<file path="src/rtl/div_seq_ctrl.sv">
// Multi-cycle DIV/DIVU sequencer for the EX stage.
// Radix-2 restoring divide, one quotient bit per cycle, with pipeline stall
// request, flush (annul) cancellation and HI/LO result holding registers.
module div_seq_ctrl #(
    parameter int DATA_W = 32,
    parameter int CNT_W  = 6
) (
    input  logic              clk,
    input  logic              rst,
    input  logic              start,
    input  logic              signed_div,
    input  logic [DATA_W-1:0] dividend,
    input  logic [DATA_W-1:0] divisor,
    input  logic              annul,
    output logic [DATA_W-1:0] quotient,
    output logic [DATA_W-1:0] remainder,
    output logic              ready,
    output logic              busy,
    output logic              stall_req
);

    typedef enum logic [1:0] {
        S_IDLE  = 2'd0,
        S_DZERO = 2'd1,
        S_RUN   = 2'd2,
        S_DONE  = 2'd3
    } state_t;

    state_t            state_q;
    logic [CNT_W-1:0]  cnt_q;
    // dvd_q starts as the dividend magnitude and fills up with quotient bits
    // from the right as dividend bits are shifted out of the left.
    logic [DATA_W-1:0] dvd_q;
    logic [DATA_W-1:0] prem_q;     // partial remainder
    logic [DATA_W-1:0] dsr_q;      // divisor magnitude
    logic              qneg_q;     // negate quotient at the end
    logic              rneg_q;     // negate remainder at the end
    logic [DATA_W-1:0] quo_q;      // held LO result
    logic [DATA_W-1:0] rem_q;      // held HI result

    // Operand magnitudes at acceptance (only meaningful in signed mode)
    logic              a_neg;
    logic              b_neg;
    logic [DATA_W-1:0] a_mag;
    logic [DATA_W-1:0] b_mag;
    logic              accept;

    // One restoring-divide step
    logic [DATA_W:0]   partial;
    logic [DATA_W:0]   trial;
    logic              q_bit;
    logic [DATA_W-1:0] prem_d;

    // Sign-corrected results presented in DONE
    logic [DATA_W-1:0] q_fix;
    logic [DATA_W-1:0] r_fix;
    logic              done_ok;

    // Operand conditioning and acceptance decode
    always_comb begin
        a_neg  = signed_div & dividend[DATA_W-1];
        b_neg  = signed_div & divisor[DATA_W-1];
        a_mag  = a_neg ? (-dividend) : dividend;
        b_mag  = b_neg ? (-divisor) : divisor;
        accept = (state_q == S_IDLE) & start & ~annul;
    end

    // Shift the next dividend bit in and trial-subtract in DATA_W+1 bits
    always_comb begin
        partial = {prem_q, dvd_q[DATA_W-1]};
        trial   = partial - {1'b0, dsr_q};
        q_bit   = ~trial[DATA_W];
        prem_d  = q_bit ? trial[DATA_W-1:0] : partial[DATA_W-1:0];
    end

    // Final sign fix; divide-by-zero clears both flags so raw values pass
    always_comb begin
        q_fix = qneg_q ? (-dvd_q) : dvd_q;
        r_fix = rneg_q ? (-prem_q) : prem_q;
    end

    // Results are shown live in an un-annulled DONE cycle, otherwise the
    // held copy, so an annul in DONE leaves the visible results untouched.
    always_comb begin
        done_ok   = (state_q == S_DONE) & ~annul;
        ready     = done_ok;
        busy      = (state_q != S_IDLE);
        quotient  = done_ok ? q_fix : quo_q;
        remainder = done_ok ? r_fix : rem_q;
        stall_req = ~annul & (((state_q == S_IDLE) & start) |
                              (state_q == S_DZERO) | (state_q == S_RUN));
    end

    // Sequencer state, iteration datapath and result holding registers
    always_ff @(posedge clk or posedge rst) begin
        if (rst) begin
            state_q <= S_IDLE;
            cnt_q   <= '0;
            dvd_q   <= '0;
            prem_q  <= '0;
            dsr_q   <= '0;
            qneg_q  <= 1'b0;
            rneg_q  <= 1'b0;
            quo_q   <= '0;
            rem_q   <= '0;
        end else begin
            case (state_q)
                S_IDLE: begin
                    if (accept) begin
                        cnt_q <= '0;
                        dsr_q <= b_mag;
                        if (divisor == '0) begin
                            // Divide by zero: fixed result, no sign handling
                            state_q <= S_DZERO;
                            dvd_q   <= '1;
                            prem_q  <= dividend;
                            qneg_q  <= 1'b0;
                            rneg_q  <= 1'b0;
                        end else begin
                            state_q <= S_RUN;
                            dvd_q   <= a_mag;
                            prem_q  <= '0;
                            qneg_q  <= a_neg ^ b_neg;
                            rneg_q  <= a_neg;
                        end
                    end
                end
                S_DZERO: begin
                    state_q <= annul ? S_IDLE : S_DONE;
                end
                S_RUN: begin
                    if (annul) begin
                        state_q <= S_IDLE;
                    end else begin
                        prem_q <= prem_d;
                        dvd_q  <= {dvd_q[DATA_W-2:0], q_bit};
                        cnt_q  <= cnt_q + CNT_W'(1);
                        if (cnt_q == CNT_W'(DATA_W - 1)) begin
                            state_q <= S_DONE;
                        end
                    end
                end
                S_DONE: begin
                    if (!annul) begin
                        quo_q <= q_fix;
                        rem_q <= r_fix;
                    end
                    state_q <= S_IDLE;
                end
                default: state_q <= S_IDLE;
            endcase
        end
    end

endmodule

</file>
<file path="config.mk">
export PLATFORM = sky130hd
export DESIGN_NAME = div_seq_ctrl
export DESIGN_NICKNAME = d
export VERILOG_FILES = /design/src/rtl/div_seq_ctrl.sv
export SDC_FILE = /design/constraint.sdc
export NUM_CORES = 1
export LEC_CHECK = 0
export ABC_AREA = 1
export CORE_ASPECT_RATIO = 1.1
export CORE_UTILIZATION = 43
export DETAILED_ROUTE_END_ITERATION = 7
export PLACE_DENSITY = 0.68
export SKIP_LAST_GASP = 1
export SLEW_MARGIN = 20
export SYNTH_ARGS = -nofsm -noshare
export SYNTH_HDL_FRONTEND = slang
export SYNTH_SLANG_ARGS = --single-unit
</file>
<file path="constraint.sdc">
create_clock -name clk -period 6.3 [get_ports clk]
set_input_delay 0.63 -clock clk [delete_from_list [all_inputs] [get_ports clk]]
set_output_delay 0.63 -clock clk [all_outputs]
set_load 0.1 [all_outputs]
</file>
==> flow_metrics.py, run 1 <==
metrics = {
    "finish": {
        "final_cells": 2616,
        "layout_common_cells": "nand2_1 (597), inv_1 (328), nor2_1 (198)",
        "layout.nets": 2300,
        "layout-drive-gt1-share": 0.04496,
        "fill_cells": 3173,
        "final_common_cell": "nand2_1",
        "area_growth_syn_to_layout_pct": 16.33,
        "antenna_cells": 0,
    },
    "critical_path": {
        "worst_setup_path_start_kind": "flip-flop",
        "cp-end-kind": "output pin",
        "cp-startpoint": "dvd_q[1]$_DFFE_PP0P_",
        "worst_ep_required_time_ns": 5.67,
        "rrSetupSlack_ns": 2.45,
        "rr_endpoint": "prem_q[21]$_DFFE_PP0P_",
        "path_class": "reg -> out",
        "critPathCapture": "quotient[22]",
        "crit_fanout": 5,
        "r2r_start": "dvd_q[31]$_DFFE_PP0P_",
        "worstPathArrival_ns": 3.97,
        "worstRegToRegCells": 17,
    },
    "outcome": {
        "status": "finished, final reports clean",
    },
    "timing": {
        "fin_crit_sh": 0.7302,
        "hold_violations": 0,
        "report.final.setup_viol": 0,
        "slew_viol_final": 0,
        "rsz0062_at_grt": "false",
        "relSlewSlack": 0.3104,
        "fmax_ghz": 0.2174,
        "worst_pin_slew_ns": 1.032,
        "min_period_ns": 4.600,
        "setup-tns-final_ns": 0,
        "finalClockSkew_ns": 0.01393,
    },
    "flow_run": {
        "cap_violations": 0,
    },
    "grt": {
        "track_usage": 0.2606,
        "grt.busiest_layer": "met2",
        "use_met1": 0.3669,
        "grt_util_met3": 0.03905,
        "grt_max_degree": 100,
        "grt-ovfl-total": 0,
        "grt_pass1_vias": 12710,
        "antenna_found_initial": 0,
        "grt_pass1_wl_um": 65390,
        "use_met2": 0.3950,
    },
    "cts": {
        "cts_made_buffers": 17,
        "cts_sinks": 170,
        "h-tree-depth": 4,
        "cts_setup_buffers": 0,
        "cts_buffer_depth": 2,
        "root_buffer": "clkbuf_16",
        "clk_latency_ns": 0.46,
        "cts_hold_buf": 0,
        "clk_pin_slew_ns": 0.07,
        "cts_resized": 0,
        "cts_tree": "done",
    },
    "worst_hold_path": {
        "worstHoldStart": "dsr_q[5]$_DFFE_PP0P_",
        "min_path_type": "reg -> reg",
    },
    "yosys": {
        "synth_top_family_by_area": "simple AND/OR/NAND/NOR gates",
        "synthFlopType": "dfrtp_1",
        "ys_ff_latch": 170,
        "yosys.area_share.simple": 0.3477,
        "synthXorXnorAreaFrac": 0.05592,
        "avgSynthCellArea_um2": 6.417,
        "synth_area_mm2": 0.01347,
        "syn_nets": 2210,
        "synthMuxAreaShare": 0,
        "synthCells": 2099,
        "synthArstFlopShare": 1.000,
        "yosys_warnings": 0,
        "post_synth_num_cell_types": 48,
        "seq_area_frac_synth": 0.3158,
        "synth-compound-area-share": 0.1239,
        "synth_edf_count": 0,
        "synth-adder-area-share": 0.03957,
    },
    "drt": {
        "routed_via_density": 5.189,
        "vias": 13580,
        "routedWlPerCell_um": 15.46,
        "drt_iter0_drc": 971,
        "wl_um": 40440,
        "drtAntennaViolNets": 0,
        "dr.pass1.iters": 5,
        "drcViolationCount": 0,
    },
    "place": {
        "place_inst": 2584,
        "dp_hpwl_um": 31610,
        "port_buffers": 135,
        "routabilityCongestion": 0.9870,
    },
    "die": {
        "core_mm2": 0.03068,
        "dieArea_mm2": 0.03204,
        "die_h_um": 187.6,
        "fp.dieW_um": 170.8,
        "start_util": 0.4390,
        "io_pins": 136,
        "std_cell_rows": 67,
    },
}
[cell families (layout without fill, tap and decap cells)]
kind of cell,count (synthesis),in the layout
and+or+nand+nor,1100,1100
buffers and inverters,408,511
DFF,170,170
xor gates and xnor gates,86,86
adders and majority gates,42,42
AOI/OAI and AO/OA,293,293
[critical path, cell delays in order (launching register included)]
cell and delay, ns:
dfrtp_1 0.39, inv_1 0.14, ha_1 0.19, nand3_1 0.14
nor2_1 0.27, nand2_1 0.16, nor2_1 0.16, nand3_1 0.18
nor3b_1 0.31, nor2_1 0.07, nor2_1 0.12, o21ai_0 0.11
nand2_1 0.15, clkdlybuf4s50_1 1.14
[final cells by class]
cell class,count,area [µm²],area share
Multi-Input combinational cell,1521,7646,0.4880
Timing Repair Buffer,143,1406,0.08975
Inverter,336,1266,0.08081
Tap cell,414,518.0,0.03306
Clock buffer,17,425.4,0.02715
Clock inverter,15,152.6,0.009742
Sequential cell,170,4254,0.2715
[how the worst min path moves through the flow]
stage / to / slack, ns / cells after the start
6_report: dsr_q[5]$_DFFE_PP0P_ / 0.48 / 2
5_1_grt: rem_q[25]$_DFFE_PP0P_ / 0.51 / 2
3_5_place_dp: rem_q[15]$_DFFE_PP0P_ / 0.47 / 2
2_1_floorplan: dsr_q[13]$_DFFE_PP0P_ / 0.45 / 2
3_3_place_gp: dsr_q[14]$_DFFE_PP0P_ / 0.47 / 2
4_1_cts: rem_q[17]$_DFFE_PP0P_ / 0.49 / 2
[registers in the layout, summed over array words and instances (netlist names)]
register	flops
cnt_q	6
quo_q	32
rem_q	32
rneg_q	1
dvd_q	32
state_q	2
prem_q	32
dsr_q	32
qneg_q	1
[per-layer routing]
layer	routed length (µm)	up-vias
met2	17320	461
li1	-	6869
met4	1476	0
met3	2726	78
met1	18920	6167
met5	0	-
[synth_stat cells, drive strengths merged (4+ instances only)]
cell type	number	area share
a21oi	90	0.039
a22oi	8	0.0045
a31oi	12	0.0056
and2	7	0.0033
and3	4	0.0019
buf	20	0.0089
clkbuf	52	0.014
dfrtp	170	0.32
ha	41	0.038
inv	333	0.093
nand2	602	0.17
nand3	180	0.068
nand3b	15	0.0084
nand4	25	0.012
nor2	210	0.061
nor3	38	0.016
nor4	8	0.0037
o211ai	5	0.0028
o21ai	144	0.054
o22ai	17	0.0079
o31ai	9	0.0050
or2	8	0.0037
xnor2	19	0.012
xor2	67	0.044
[through the flow]
step,instance area [µm²],hold WS (ns),setup WS [ns],util
floorplan,13470,0.4491,1.067,-
global placement,15090,0.4659,2.046,0.4918
detailed placement,15090,0.4665,1.974,0.4918
CTS,15670,0.4868,1.731,0.5107
global route,15670,0.5053,1.387,0.5107
finish,15670,0.4799,1.700,0.5107
Power of run 1 is left out: the tool's default activity adds up to more than one toggle a clock period on the data nets, which glitch-free logic cannot reach.
==> run 2, diff against run 1 <==
--- a/config.mk
+++ b/config.mk
@@ -9,7 +9,7 @@
 export CORE_ASPECT_RATIO = 1.1
 export CORE_UTILIZATION = 43
 export DETAILED_ROUTE_END_ITERATION = 7
-export PLACE_DENSITY = 0.68
+export PLACE_DENSITY = 0.7
 export SKIP_LAST_GASP = 1
 export SLEW_MARGIN = 20
 export SYNTH_ARGS = -nofsm -noshare
==> constraint.sdc (replaced) <==
create_clock -name clk -period 4.1 [get_ports clk]
set_input_delay 0.41 -clock clk [delete_from_list [all_inputs] [get_ports clk]]
set_output_delay 0.41 -clock clk [all_outputs]
set_load 0.1 [all_outputs]
==> run 2 against run 1 <==
Count of clock-buffer cells in the layout is the same; first-iteration DRC count rose by 26%; utilization rose by 0.83 points; non-clock buffer count grew 16; routed wire length increased by 4.6%; cell count up 0.61%; global-route usage increased by 1.0 points; hold slack worse by 0.0035 ns; via count is 0.22% higher; highest routed layer unchanged.
==> flow_metrics.py, run 2 (synthesized netlist as in run 1, its figures left out) <==
metrics = {
    "outcome": {
        "status": "finished, final reports clean",
    },
    "critical_path": {
        "worstRegToRegCells": 18,
        "crit_fanout": 29,
        "cp-end-kind": "output pin",
        "r2r_start": "dvd_q[31]$_DFFE_PP0P_",
        "rrSetupSlack_ns": 0.92,
        "worst_setup_path_start_kind": "flip-flop",
        "path_class": "reg -> out",
        "worst_ep_required_time_ns": 3.69,
        "worstPathArrival_ns": 3.13,
        "rr_endpoint": "prem_q[10]$_DFFE_PP0P_",
    },
    "drt": {
        "drtAntennaViolNets": 0,
        "vias": 13610,
        "routed_via_density": 5.169,
        "wl_um": 42290,
        "drcViolationCount": 0,
        "dr.pass1.iters": 5,
        "routedWlPerCell_um": 16.07,
        "drt_iter0_drc": 1226,
    },
    "finish": {
        "fill_cells": 3093,
        "layout-drive-gt1-share": 0.08115,
        "final_core_util": 0.5190,
        "layout.nets": 2316,
        "antenna_cells": 0,
        "final_common_cell": "nand2_1",
        "layout_common_cells": "nand2_1 (597), inv_1 (328), nor2_1 (198)",
        "area_growth_syn_to_layout_pct": 18.22,
    },
    "grt": {
        "antenna_found_initial": 0,
        "grt-ovfl-total": 0,
        "grt_pass1_wl_um": 67620,
        "grt_pass1_vias": 12860,
        "track_usage": 0.2707,
        "grt_max_degree": 75,
    },
    "cts": {
        "root_buffer": "clkbuf_16",
        "cts_setup_buffers": 0,
        "cts_sinks": 170,
        "cts_resized": 0,
        "cts_buffer_depth": 2,
        "clk_pin_slew_ns": 0.07,
        "cts_hold_buf": 0,
        "cts_tree": "done",
        "cts_made_buffers": 17,
        "clk_latency_ns": 0.45,
        "h-tree-depth": 4,
    },
    "timing": {
        "finalClockSkew_ns": 0.01401,
        "fin_crit_sh": 0.8634,
        "worst_pin_slew_ns": 1.029,
        "fmax_ghz": 0.2825,
        "hold_ws_ns": 0.4764,
        "slew_viol_final": 0,
        "relSlewSlack": 0.3137,
        "setup-tns-final_ns": 0,
        "report.final.setup_viol": 0,
        "hold_violations": 0,
        "rsz0062_at_grt": "false",
        "min_period_ns": 3.540,
    },
    "die": {
        "start_util": 0.4390,
        "io_pins": 136,
        "die_h_um": 187.6,
        "fp.dieW_um": 170.8,
        "dieArea_mm2": 0.03204,
        "std_cell_rows": 67,
        "core_mm2": 0.03068,
    },
    "place": {
        "port_buffers": 135,
        "dp_hpwl_um": 33560,
        "routabilityCongestion": 0.9954,
    },
    "flow_run": {
        "cap_violations": 0,
    },
    "worst_hold_path": {
        "min_path_type": "in -> async",
    },
}
-- run 2: through the flow --
stage,cell area (µm²),worst slack [ns],instances
2_1_floorplan,13470,0.004753,2099
3_3_place_gp,15350,1.015,2600
6_report,15920,0.5602,2632
3_5_place_dp,15350,0.9416,2600
5_1_grt,15920,0.3645,2632
4_1_cts,15920,0.5560,2632
-- run 2: critical path, stage by stage, from the launching register on --
cell and delay, ns:
dfrtp_1 1.02, inv_1 0.62, a31oi_1 0.34, xor2_1 0.10
o21ai_0 0.24, buf_4 0.34
-- run 2: area by class of cell --
cell class | instances | area (µm²) | area share
Timing Repair Buffer | 159 | 1667 | 0.1047
Clock inverter | 15 | 147.6 | 0.009272
Inverter | 336 | 1265 | 0.07944
Sequential cell | 170 | 4254 | 0.2672
Tap cell | 414 | 518.0 | 0.03253
Multi-Input combinational cell | 1521 | 7646 | 0.4802
Clock buffer | 17 | 425.4 | 0.02672
-- run 2: worst max path at each step --
stage	from	to	slack [ns]
finish	qneg_q$_DFFE_PP0P_	quotient[3]	0.56
global route	qneg_q$_DFFE_PP0P_	quotient[25]	0.36
CTS	qneg_q$_DFFE_PP0P_	quotient[3]	0.56
detailed placement	dvd_q[31]$_DFFE_PP0P_	prem_q[10]$_DFFE_PP0P_	0.94
global placement	dvd_q[31]$_DFFE_PP0P_	prem_q[5]$_DFFE_PP0P_	1.01
floorplan	dvd_q[0]$_DFFE_PP0P_	quotient[16]	0.005
-- run 2: metal layers --
layer	GRT usage	vias to the layer above	share of wire
li1	-	6888	-
met1	0.3835	6221	0.47
met2	0.4224	431	0.44
met3	0.02934	65	0.054
met4	0.1001	0	0.029
met5	0	-	0
Power of run 2 is left out for the same reason.
